$ cat src/rtl/digit_edit_sequencer.sv
// rtl/digit_edit_sequencer.sv - encoder/button driven digit edit sequencer for clock and alarm setting
// Optional inactivity timeout is compiled in with DIGIT_EDIT_TIMEOUT_EN.
module digit_edit_sequencer #(
  parameter int TIMEOUT_TICKS = 30,
  parameter int BLINK_TICKS   = 1
) (
  input  logic       i_Clk,
  input  logic       i_Reset,
  input  logic       i_Tick,
  input  logic       i_Button_Press,
  input  logic       i_Enc_CW,
  input  logic       i_Enc_CCW,
  input  logic       i_Cancel,
  input  logic       i_Change_Alarm,
  output logic       o_Encoder_Enable,
  output logic       o_Target_Alarm,
  output logic [2:0] o_Edit_Digit,
  output logic [5:0] o_Digit_Inc,
  output logic [5:0] o_Digit_Dec,
  output logic       o_Blink,
  output logic       o_Edit_Done,
  output logic       o_Edit_Abort
);

  typedef enum logic {
    ST_IDLE = 1'b0,
    ST_EDIT = 1'b1
  } state_t;

  localparam logic [2:0] CURSOR_TOP = 3'd5;
  localparam logic [7:0] BLINK_LAST = 8'(BLINK_TICKS - 1);

  state_t      state_q, state_d;
  logic [2:0]  cursor_q, cursor_d;
  logic        target_q, target_d;
  logic [5:0]  inc_q, inc_d;
  logic [5:0]  dec_q, dec_d;
  logic        blink_q, blink_d;
  logic [7:0]  blink_cnt_q, blink_cnt_d;
  logic        done_q, done_d;
  logic        abort_q, abort_d;
  logic        leave_edit;
  logic [5:0]  cursor_onehot;

`ifdef DIGIT_EDIT_TIMEOUT_EN
  localparam int          TW       = $clog2(TIMEOUT_TICKS + 1);
  localparam logic [TW-1:0] TMO_LAST = TW'(TIMEOUT_TICKS - 1);
  localparam logic [TW-1:0] TMO_MAX  = TW'(TIMEOUT_TICKS);

  logic [TW-1:0] tmo_q, tmo_d;
  logic          activity;

  // A valid rotation or any press that survives cancel priority restarts the idle count.
  assign activity = (state_q == ST_EDIT) && !i_Cancel &&
                    (i_Button_Press || (i_Enc_CW ^ i_Enc_CCW));
`endif

  assign cursor_onehot = 6'b000001 << cursor_q;

  always_comb begin
    state_d     = state_q;
    cursor_d    = cursor_q;
    target_d    = target_q;
    inc_d       = 6'b000000;
    dec_d       = 6'b000000;
    blink_d     = blink_q;
    blink_cnt_d = blink_cnt_q;
    done_d      = 1'b0;
    abort_d     = 1'b0;
    leave_edit  = 1'b0;
`ifdef DIGIT_EDIT_TIMEOUT_EN
    tmo_d       = tmo_q;
`endif

    case (state_q)
      ST_IDLE: begin
        cursor_d = CURSOR_TOP;
        blink_d  = 1'b0;
        if (!i_Cancel && i_Button_Press) begin
          state_d     = ST_EDIT;
          target_d    = i_Change_Alarm;
          blink_d     = 1'b1;
          blink_cnt_d = 8'd0;
`ifdef DIGIT_EDIT_TIMEOUT_EN
          tmo_d       = '0;
`endif
        end
      end

      ST_EDIT: begin
        if (i_Tick) begin
          if (blink_cnt_q >= BLINK_LAST) begin
            blink_cnt_d = 8'd0;
            blink_d     = ~blink_q;
          end else begin
            blink_cnt_d = blink_cnt_q + 8'd1;
          end
        end

        if (i_Cancel) begin
          leave_edit = 1'b1;
          abort_d    = 1'b1;
        end else if (i_Button_Press) begin
          if (cursor_q != 3'd0) begin
            cursor_d    = cursor_q - 3'd1;
            blink_d     = 1'b1;
            blink_cnt_d = 8'd0;
          end else begin
            leave_edit = 1'b1;
            done_d     = 1'b1;
          end
        end else if (i_Enc_CW && !i_Enc_CCW) begin
          inc_d = cursor_onehot;
        end else if (i_Enc_CCW && !i_Enc_CW) begin
          dec_d = cursor_onehot;
        end

`ifdef DIGIT_EDIT_TIMEOUT_EN
        // Ticks coinciding with activity are not counted.
        if (activity) begin
          tmo_d = '0;
        end else if (i_Tick) begin
          if (tmo_q >= TMO_LAST) begin
            leave_edit = 1'b1;
            abort_d    = 1'b1;
          end
          tmo_d = (tmo_q == TMO_MAX) ? tmo_q : tmo_q + 1'b1;
        end
`endif

        if (leave_edit) begin
          state_d     = ST_IDLE;
          cursor_d    = CURSOR_TOP;
          blink_d     = 1'b0;
          blink_cnt_d = 8'd0;
`ifdef DIGIT_EDIT_TIMEOUT_EN
          tmo_d       = '0;
`endif
        end
      end

      default: begin
        state_d = ST_IDLE;
      end
    endcase
  end

  always_ff @(posedge i_Clk) begin
    if (i_Reset) begin
      state_q     <= ST_IDLE;
      cursor_q    <= CURSOR_TOP;
      target_q    <= 1'b0;
      inc_q       <= 6'b000000;
      dec_q       <= 6'b000000;
      blink_q     <= 1'b0;
      blink_cnt_q <= 8'd0;
      done_q      <= 1'b0;
      abort_q     <= 1'b0;
`ifdef DIGIT_EDIT_TIMEOUT_EN
      tmo_q       <= '0;
`endif
    end else begin
      state_q     <= state_d;
      cursor_q    <= cursor_d;
      target_q    <= target_d;
      inc_q       <= inc_d;
      dec_q       <= dec_d;
      blink_q     <= blink_d;
      blink_cnt_q <= blink_cnt_d;
      done_q      <= done_d;
      abort_q     <= abort_d;
`ifdef DIGIT_EDIT_TIMEOUT_EN
      tmo_q       <= tmo_d;
`endif
    end
  end

  assign o_Encoder_Enable = (state_q == ST_EDIT);
  assign o_Target_Alarm   = target_q;
  assign o_Edit_Digit     = cursor_q;
  assign o_Digit_Inc      = inc_q;
  assign o_Digit_Dec      = dec_q;
  assign o_Blink          = blink_q;
  assign o_Edit_Done      = done_q;
  assign o_Edit_Abort     = abort_q;

endmodule

$ cat config.mk
export PLATFORM = sky130hd
export DESIGN_NAME = digit_edit_sequencer
export DESIGN_NICKNAME = d
export VERILOG_FILES = /design/src/rtl/digit_edit_sequencer.sv
export SDC_FILE = /design/constraint.sdc
export NUM_CORES = 1
export LEC_CHECK = 0
export ABC_AREA = 1
export BUFFER_PORTS_ARGS = -buffer_cell sky130_fd_sc_hd__buf_4
export CORE_MARGIN = 3
export CORE_UTILIZATION = 41
export DETAILED_ROUTE_END_ITERATION = 6
export PLACE_DENSITY = 0.71
export SETUP_SLACK_MARGIN = 0.1
export SLEW_MARGIN = 30
export SYNTH_ARGS = -nofsm -noshare
export SYNTH_HDL_FRONTEND = slang
export SYNTH_SLANG_ARGS = --single-unit
$ cat constraint.sdc
create_clock -name i_Clk -period 1.05 [get_ports i_Clk]
set_input_delay 0.1575 -clock i_Clk [delete_from_list [all_inputs] [get_ports i_Clk]]
set_output_delay 0.1575 -clock i_Clk [all_outputs]
set_load 0.1 [all_outputs]
==> impl_metrics.tcl, run 1 <==
set metrics [dict create \
    netlist_area_um2 759.5 \
    ys_seq_area_share_pct 52.72 \
    clkSinkCount 20 \
    yosys-top-cells-area "dfxtp_1, nand2_1, ha_1, nor2_1, nand3_1" \
    die_h_um 49.04 \
    antenna_found_initial 0 \
    place.gp.congestion 0.8487 \
    error_line "[ERROR DPL-0033] detailed placement checks failed during check placement." \
    syn_inst 88 \
    netlist-cell-type-count 17 \
    portBuffers 27 \
    haltStage "5_1_grt" \
    grt_max_degree 12 \
    status "aborted with a tool error" \
    cts_made_buffers 3 \
    yosys.area.top_type "dfxtp_1" \
    cts_root_buf "clkbuf_4" \
    ys_ff_latch 20 \
    cts_buffer_depth 2 \
    worstEndpointType "output port" \
    cts.htree.levels 1 \
    die_x_um 49.04 \
    hpwl_um 1240 \
    yosysTopAreaCellShare_pct 52.72 \
    synth-edff-count 0 \
    syn_avg_cell_area_um2 8.630 \
    worstEndpointGrtRepair "o_Edit_Digit[0]" \
    synth_warnings 0 \
    synth_common_cells "dfxtp_1, nand2_1, nor2_1, inv_1, nand3_1" \
    synthArstFlopShare_pct 0 \
    fp-row-count 14 \
    yosysMostFrequentCell "dfxtp_1" \
    ctsHoldBuffers 0 \
    start_util_pct 46.62 \
    synth-main-ff-cell "dfxtp_1" \
    io_pins 28 \
    synth_nets 101 \
]
[logic make-up after synthesis]
family,Yosys count,share of synthesized area (%)
xor gates and xnor gates,1,1.153
and+or+nand+nor,49,29.99
AOI/OAI and AO/OA,3,2.471
buffers and inverters,10,5.437
DFF,20,52.72
adders and majority gates,5,8.237
[stage by stage]
step	cell area, um2	worst slack, ps	instances	setup TNS, ps	utilization [%]
2_1_floorplan	822.0	-142.8	88	-630.0	-
3_5_place_dp	1062	20.59	140	0	65.21
3_3_place_gp	1062	31.90	140	0	65.21
4_1_cts	1454	-54.98	150	-224.0	89.25
[what timing repair did]
action / CTS
setup buffers: 6
endpoints found under the setup margin: 25
pin swaps: 7
resized for setup: 72
==> inputs of run 2 (changes only) <==
- CORE_AREA: unset -> 3 3 64 66
- CORE_MARGIN: 3 -> unset
- CORE_UTILIZATION: 41 -> unset
- DIE_AREA: unset -> 0 0 67 69
- PLACE_DENSITY: 0.71 -> unset
- PLACE_DENSITY_LB_ADDON: unset -> 0.15
- SETUP_SLACK_MARGIN: 0.1 -> unset
- clock period: 1.05 -> 1.4 ns (I/O delays scaled with it)
==> run 2 against run 1 <==
Against the previous run: synthesized cell count is the same; the flow now finishes without violations; area after synthesis is the same.
==> impl_metrics.tcl, run 2 <==
set metrics [dict create \
    hold_violations 0 \
    ys_seq_area_share_pct 52.72 \
    crit_type "reg2reg" \
    drc_errors 0 \
    die_area_um2 4623 \
    yosysTopAreaCellShare_pct 52.72 \
    final_common_cell "buf_4" \
    power_density_nw_per_um2 998.5 \
    grt_usage_pct 7.166 \
    ctsHoldBuffers 0 \
    die_h_um 69 \
    postCtsSetupBuffers 0 \
    fin_skew_ps 6.675 \
    grt_pass1_vias 563 \
    post_drt_via_cell_ratio 3.717 \
    path_cells "inv_1, ha_1, nand3_2, nand2_1, nand2_1, nand2_1, inv_1" \
    synth_nets 101 \
    path_max_fanout 6 \
    start_util_pct 20.90 \
    fin_total_pwr_mw 1.068 \
    synthArstFlopShare_pct 0 \
    synth_common_cells "dfxtp_1, nand2_1, nor2_1, inv_1, nand3_1" \
    max-vdd-ir-drop_uv 317.7 \
    yosysMostFrequentCell "dfxtp_1" \
    syn_inst 88 \
    setup_viol 0 \
    fin_setup_tns_ps 0 \
    hp-class "in2reg" \
    hpwl_um 1208 \
    area_growth_pct 40.86 \
    clkSinkCount 20 \
    cts_tree "yes" \
    crit_arrival_ps 1340 \
    num_antenna_cells 0 \
    worst_setup_path_end_kind "flip-flop" \
    worst_hold_slack_ps 195.1 \
    cts_made_buffers 3 \
    cp_data_required_time_ps 1560 \
    antenna_found_initial 0 \
    grt_max_degree 12 \
    netlist_area_um2 759.5 \
    cpPeakStageDelay_ps 360 \
    place.gp.congestion 0.7514 \
    core_area_um2 3633 \
    crit_path_start_kind "flip-flop" \
    p_leak_nw 0.4963 \
    dp_cells 162 \
    relSlewSlack_pct 81.34 \
    status "finished clean" \
    post-route-period-util_pct 84.32 \
    fin_nets 132 \
    pre_cts_ws_ps 206.9 \
    drv_cap 0 \
    fp-row-count 22 \
    layout_common_cells "buf_4, nand2_1, nor2_1, dfxtp_1, inv_1" \
    final_cells 166 \
    netlist-cell-type-count 17 \
    yosys-top-cells-area "dfxtp_1, nand2_1, ha_1, nor2_1, nand3_1" \
    overflow 0 \
    critPathMostFrequentCell "nand2_1" \
    portBuffers 27 \
    die_x_um 67 \
    synth-edff-count 0 \
    maxSlewViolCount 0 \
    drive_gt1_share_pct 36.44 \
    synth_warnings 0 \
    cts.htree.levels 1 \
    post_cts_resized 0 \
    ys_ff_latch 20 \
    grt_pass1_wl_um 2449 \
    synth-main-ff-cell "dfxtp_1" \
    syn_avg_cell_area_um2 8.630 \
    dr.first_iter.drc_count 17 \
    cts_root_buf "clkbuf_8" \
    clock.fmax_ghz 0.8471 \
    cts_buffer_depth 2 \
    wl_per_cell_um 9.211 \
    cpMaxStageDelayCell "dfxtp_4" \
    clk_pin_slew_ps 70 \
    drt_wl_total_um 1529 \
    dr_total_vias 617 \
    yosys.area.top_type "dfxtp_1" \
    drtAntennaViolNets 0 \
    io_pins 28 \
    n_fill_cell 408 \
    clock_latency_ps 250 \
    rsz0062_at_grt "no" \
    layout_min_cycle_time_ps 1180 \
    dr.pass1.iters 4 \
    worstMarginPinSlew_ps 282.3 \
    worst_slack_ps 219.5 \
]
## run 2: cells by family after synthesis
logic type                 share of synthesized area, %
and+or+nand+nor                                   29.99
buffers and inverters                             5.437
xor gates and xnor gates                          1.153
AOI/OAI and AO/OA                                 2.471
adders and majority gates                         8.237
DFF                                               52.72
## run 2: final cells by class
class / instances / area, um2 / share of cell area (%)
clock inverters: 1 / 3.754 / 0.3509
well taps: 48 / 60.06 / 5.614
repair buffers: 27 / 202.7 / 18.95
clock buffers: 3 / 41.29 / 3.860
inverters: 9 / 33.78 / 3.158
flip-flops and latches: 20 / 410.4 / 38.36
multi-input cells: 58 / 317.8 / 29.71
## run 2: layer usage
layer | global-route usage (%) | wire length, um | up-vias
met2 | 10.81 | 750 | 16
met1 | 8.084 | 645 | 268
li1 | - | - | 331
met5 | 0 | 0 | -
met3 | 2.443 | 109 | 2
met4 | 5.405 | 23 | 0
## run 2: path summary, 6_finish.rpt
| check | slack, ps | to | startpoint | depth (start not counted) |
|---|---|---|---|---|
| worst max-delay path | 220 | o_Encoder_Enable | o_Edit_Digit[0] | 7 |
| worst min-delay path | 200 | o_Edit_Digit[1] | i_Reset | 2 |
| worst max register to register | 220 | o_Encoder_Enable | o_Edit_Digit[0] | 7 |
| worst min register to register | 470 | o_Target_Alarm | o_Target_Alarm | 2 |
## run 2: metrics by stage
step	utilization [%]	cell area, um2
after detailed placement	28.20	1025
final	29.44	1070
after CTS	29.44	1070
after floorplan	-	769.5
after global routing	29.44	1070
after global placement	28.20	1025
## run 2: worst max-delay path, delay by kind of cell (launching register included)
family        cells  cell delay (ps)
buf+inv           2              140
fa+ha+maj         1              220
simple gates      4              350
flops             1              360
## run 2: power by group
| part | switching [mW] | total, mW | internal [mW] | leakage [nW] |
|---|---|---|---|---|
| clock | 0.180 | 0.375 | 0.195 | 0.0231 |
| combinational | 0.0827 | 0.116 | 0.0337 | 0.311 |
| sequential | 0.00458 | 0.577 | 0.572 | 0.162 |
No activity file was read; power rests on OpenSTA's default activity.
==> inputs of run 3 (changes only) <==
- ABC_AREA: 1 -> 0
- clock period: 1.4 -> 1 ns (I/O delays scaled with it)
==> run 3 against run 2 <==
Against the previous run: the flow now finishes with violations (negative setup slack); synthesized cell count fell by 16%; critical endpoint is now o_Edit_Digit[2]; maximum frequency rose by 11%; combinational power rose by 29%; sequential share of layout area fell by 5.2 points; non-clock buffer count rose by 10; wire length rose by 7.1%; sequential power rose by 39%; count of clock-buffer cells in the layout did not move; via count fell by 0.32%.
==> impl_metrics.tcl, run 3 <==
set metrics [dict create \
    fin_area_um2 1311 \
    clkPwrFrac_pct 34.6 \
    cts_buffer_depth 2 \
    grt_max_degree 12 \
    layout_common_cells "nor2_1, buf_6, buf_4, dfxtp_2, nand2_1" \
    pre_cts_ws_ps -64.10 \
    post_drt_via_cell_ratio 3.820 \
    dr.first_iter.drc_count 9 \
    drive_gt1_share_pct 61.95 \
    cpPeakStageDelay_ps 360 \
    clkSinkCount 20 \
    worstMarginPinSlew_ps 270.1 \
    yosys.area.top_type "dfxtp_1" \
    cts.htree.levels 1 \
    ys_ff_latch 20 \
    cts_made_buffers 3 \
    intPower_mw 1.121 \
    core_area_um2 3633 \
    synth_common_cells "dfxtp_1, nor2_1, ha_1, nand2_1, nand2b_1" \
    die_area_um2 4623 \
    crit_arrival_ps 1200 \
    netlist_area_um2 733.2 \
    wl_per_cell_um 10.17 \
    drv_cap 0 \
    syn_inst 74 \
    yosysMostFrequentCell "dfxtp_1" \
    worst_hold_slack_ps 90.43 \
    cpMaxStageDelayCell "dfxtp_4" \
    final_common_cell "nor2_1" \
    drc_errors 0 \
    grt_pass1_wl_um 2725 \
    p_leak_nw 0.5421 \
    cts_tree "yes" \
    post-route-period-util_pct 106.6 \
    drt_wl_total_um 1638 \
    synth-main-ff-cell "dfxtp_1" \
    crit_path_start_kind "flip-flop" \
    worst_slack_ps -65.54 \
    worst_setup_path_end_kind "flip-flop" \
    grt_usage_pct 7.655 \
    antenna_found_initial 0 \
    cp.depth 5 \
    power_density_nw_per_um2 1110 \
    dr_total_vias 615 \
    synth_warnings 0 \
    dr.pass1.iters 4 \
    place.gp.congestion 0.6203 \
    power.share.switching_pct 22.96 \
    hpwl_um 1205 \
    fin_util_pct 36.09 \
    portBuffers 27 \
    rsz0062_at_grt "yes" \
    clock.fmax_ghz 0.9385 \
    violations "negative setup slack" \
    p_switching_mw 0.3340 \
    rrSetupSlack_ps -70 \
    crit_family "flip-flops" \
    start_util_pct 20.18 \
    cts_root_buf "clkbuf_8" \
    synth_nets 87 \
    fin_nets 128 \
    status "complete, but fails checks" \
    hold_depth 2 \
    overflow 0 \
    fp-row-count 22 \
    die_x_um 67 \
    setup_viol 16 \
    synth-edff-count 0 \
    grt_pass1_vias 628 \
    clock_latency_ps 250 \
    path_max_fanout 4 \
    netlist-cell-type-count 21 \
    io_pins 28 \
    crit_type "reg2reg" \
    clk_pin_slew_ps 70 \
    dpl_cell_area_um2 1101 \
    drtAntennaViolNets 0 \
    yosys-top-cells-area "dfxtp_1, nor2_1, ha_1, nand2b_1, nor4b_4" \
    path_cells "inv_4, ha_4, o21a_1, o21ai_1, nand3_1" \
    power_frac_comb_pct 10.3 \
    r2r_cells 5 \
    hold_violations 0 \
    seqPwrFrac_pct 55.1 \
    yosysTopAreaCellShare_pct 54.61 \
    synthArstFlopShare_pct 0 \
    maxSlewViolCount 0 \
    max-vdd-ir-drop_uv 364.5 \
    cp_data_required_time_ps 1130 \
    num_antenna_cells 0 \
    hp-class "in2reg" \
    syn_avg_cell_area_um2 9.908 \
    die_h_um 69 \
    relSlewSlack_pct 81.80 \
    layout_min_cycle_time_ps 1066 \
    worst-path-buf-inv 1 \
    ys_seq_area_share_pct 54.61 \
    area_growth_pct 78.84 \
    fin_skew_ps 1.169 \
]
-- run 3: cell types whose count changed in the layout (fill, tap and decap cells not counted), moves of 4 or more --
cell	previous run	this run
dfxtp_2	2	16
buf_6	0	17
inv_1	8	0
nand3_1	6	2
dfxtp_1	16	0
nand2b_1	0	4
nand2_1	17	5
buf_4	27	16
-- run 3: routing by layer --
layer	track usage (%)	wire, um	up-vias
met4	4.730	29	0
met5	0	0	-
met2	12.01	822	11
met1	8.973	718	283
li1	-	-	319
met3	2.117	67	2
-- run 3: final timing paths --
path	to	from
hold reg to reg	o_Edit_Abort	o_Encoder_Enable
hold / removal	o_Edit_Abort	i_Reset
setup reg to reg	o_Edit_Digit[2]	o_Edit_Digit[1]
setup / recovery	o_Edit_Digit[2]	o_Edit_Digit[1]
-- run 3: cell families after synthesis --
kind of cell	count (synthesis)	synth area share (%)
muxes	1	1.365
AOI/OAI and AO/OA	7	6.144
adders and majority gates	5	8.532
and+or+nand+nor	37	26.45
buffers and inverters	3	1.706
xor gates and xnor gates	1	1.195
DFF	20	54.61
-- run 3: worst reg2reg max path: stages, from the launching register on --
cell	delay, ps
dfxtp_4	360
inv_4	50
ha_4	170
o21a_1	160
o21ai_1	120
nand3_1	80
-- run 3: repair_timing --
item / 4_1_cts / 5_1_grt
resized for setup: 28 / 6
hold buffers: 0 / 0
setup endpoints to repair: 34 / 26
setup buffers: 4 / 0
pin swaps: 4 / 8
-- run 3: cell type report --
cell class                      instances  area (um2)
Fill cell                             383        2322
Tap cell                               48       60.06
Multi-Input combinational cell         51       375.4
Sequential cell                        20       435.4
Inverter                                2       12.51
Timing Repair Buffer                   37       386.6
Clock buffer                            3       41.29
-- run 3: power groups by stage --
stage                     Combinational, mW  Sequential [mW]  Clock [mW]
after floorplan                      0.0313            0.874           0
after detailed placement              0.139            0.819           0
final                                 0.150            0.802       0.503
after CTS                             0.147            0.801       0.535
after global placement                0.139            0.819           0
after global routing                  0.159            0.802       0.562
-- run 3: through the flow --
step           TNS [ps]  power (mW)  std cells
6_report         -642.5       1.455        161
5_1_grt           -1805       1.523        161
4_1_cts          -921.6       1.484        161
3_5_place_dp     -659.0      0.9578        154
3_3_place_gp     -341.5      0.9576        154
2_1_floorplan     -3234      0.9049         74
==> inputs of run 4 (changes only) <==
- SKIP_CTS_REPAIR_TIMING: unset -> 1
==> run 4 against run 3 <==
Against the previous run: the flow still finishes with violations (negative setup slack); critical path depth is 3 lower; maximum frequency is 1.1% lower; sequential share of layout area grew 0.48 points; via count shrank 2.6%; combinational power hardly changed; clock power about the same; utilization down 0.52 points; worst setup slack got worse by 12 ps; power hardly changed; global-route usage fell by 0.39 points; critical path type is now reg2out; critical endpoint is now o_Edit_Digit[0].
==> impl_metrics.tcl, run 4 (synthesis gave the netlist of run 3 again) <==
set metrics [dict create \
    status "complete, but fails checks" \
    violations "negative setup slack" \
    drv_cap 0 \
    worstMarginPinSlew_ps 270.1 \
    cts_made_buffers 3 \
    drive_gt1_share_pct 61.26 \
    crit_arrival_ps 930 \
    place.gp.congestion 0.6203 \
    dr.first_iter.drc_count 10 \
    hp-class "in2reg" \
    core_area_um2 3633 \
    fin_total_pwr_mw 1.454 \
    area_growth_pct 76.28 \
    fp-row-count 22 \
    post-route-period-util_pct 107.8 \
    die_h_um 69 \
    layout_min_cycle_time_ps 1078 \
    drtAntennaViolNets 0 \
    post_drt_via_cell_ratio 3.767 \
    antenna_found_initial 0 \
    final_common_cell "nor2_1" \
    crit_type "reg2out" \
    overflow 0 \
    cts_tree "yes" \
    min_from "i_Reset" \
    hpwl_um 1205 \
    power_density_nw_per_um2 1125 \
    fin_nets 126 \
    fin_area_um2 1292 \
    clock_latency_ps 250 \
    maxSlewViolCount 0 \
    dp_cells 154 \
    worstSetupStartpoint "o_Edit_Digit[0]" \
    portBuffers 27 \
    num_antenna_cells 0 \
    setup_viol 17 \
    grt_max_degree 12 \
    relSlewSlack_pct 81.80 \
    clkSinkCount 20 \
    drt_wl_total_um 1632 \
    rsz0062_at_grt "yes" \
    n_fill_cell 385 \
    die_area_um2 4623 \
    cp_data_required_time_ps 850 \
    worst_slack_ps -77.75 \
    layout_common_cells "nor2_1, dfxtp_2, buf_6" \
    drc_errors 0 \
    crit_path_start_kind "flip-flop" \
    dr.pass1.iters 4 \
    dr_total_vias 599 \
    fin_skew_ps 1.085 \
    r2r_start "o_Edit_Digit[1]" \
    clock.fmax_ghz 0.9279 \
    grt_usage_pct 7.262 \
    worst_setup_path_end_kind "primary output" \
    path_max_fanout 5 \
    start_util_pct 20.18 \
    die_x_um 67 \
    io_pins 28 \
    cts_buffer_depth 2 \
    dpl_cell_area_um2 1101 \
    fin_util_pct 35.57 \
    clk_pin_slew_ps 70 \
    grt_pass1_vias 582 \
    final_cells 159 \
    grt_pass1_wl_um 2587 \
    p_leak_nw 0.5307 \
    hold_violations 0 \
    cts.htree.levels 1 \
    cts_root_buf "clkbuf_8" \
    max-vdd-ir-drop_uv 358.8 \
    wl_per_cell_um 10.26 \
]
run 4: cell count changes in the layout (fill, tap and decap cells not counted), sizes merged:
cell	previous run	this run
buf	37	35
run 4: worst max-delay path, cell delays in order (launching register included):
cell and delay (ps):
dfxtp_4 360, buf_4 150, buf_12 170
run 4: layer usage:
metal | vias to the layer above | track usage, % | wire length [um]
met4 | 0 | 4.730 | 29
met3 | 2 | 1.954 | 66
met1 | 272 | 8.973 | 745
met5 | - | 0 | 0
li1 | 314 | - | -
met2 | 11 | 10.81 | 791
run 4: worst paths after layout:
kind                      to  slack [ps]  depth (start not counted)
max          o_Edit_Digit[0]         -80                          2
min             o_Edit_Abort          90                          2
min reg2reg     o_Edit_Abort         480                          2
max reg2reg  o_Edit_Digit[2]         -60                          5
run 4: final cells by class:
class	instances	area (um2)	area share [%]
sequential	20	435.4	33.69
multi-input combinational	51	375.4	29.04
timing repair buffer	35	367.9	28.46
tap	48	60.06	4.647
clock buffer	3	41.29	3.195
inverter	2	12.51	0.9681
run 4: report_power, final:
| part | leakage, nW | internal [mW] | total (mW) | switching [mW] |
|---|---|---|---|---|
| logic | 0.338 | 0.0583 | 0.150 | 0.0915 |
| registers | 0.171 | 0.795 | 0.802 | 0.00655 |
| clock network | 0.0216 | 0.267 | 0.503 | 0.236 |
run 4: metrics by stage:
step	hold slack [ps]	setup slack (ps)	TNS (ps)
floorplan	214.1	-273.2	-3234
global placement	355.1	-32.70	-341.5
detailed placement	352.6	-64.10	-659.0
CTS	80.11	-185.0	-1461
global route	91.33	-131.8	-1837
finish	90.40	-77.75	-626.3
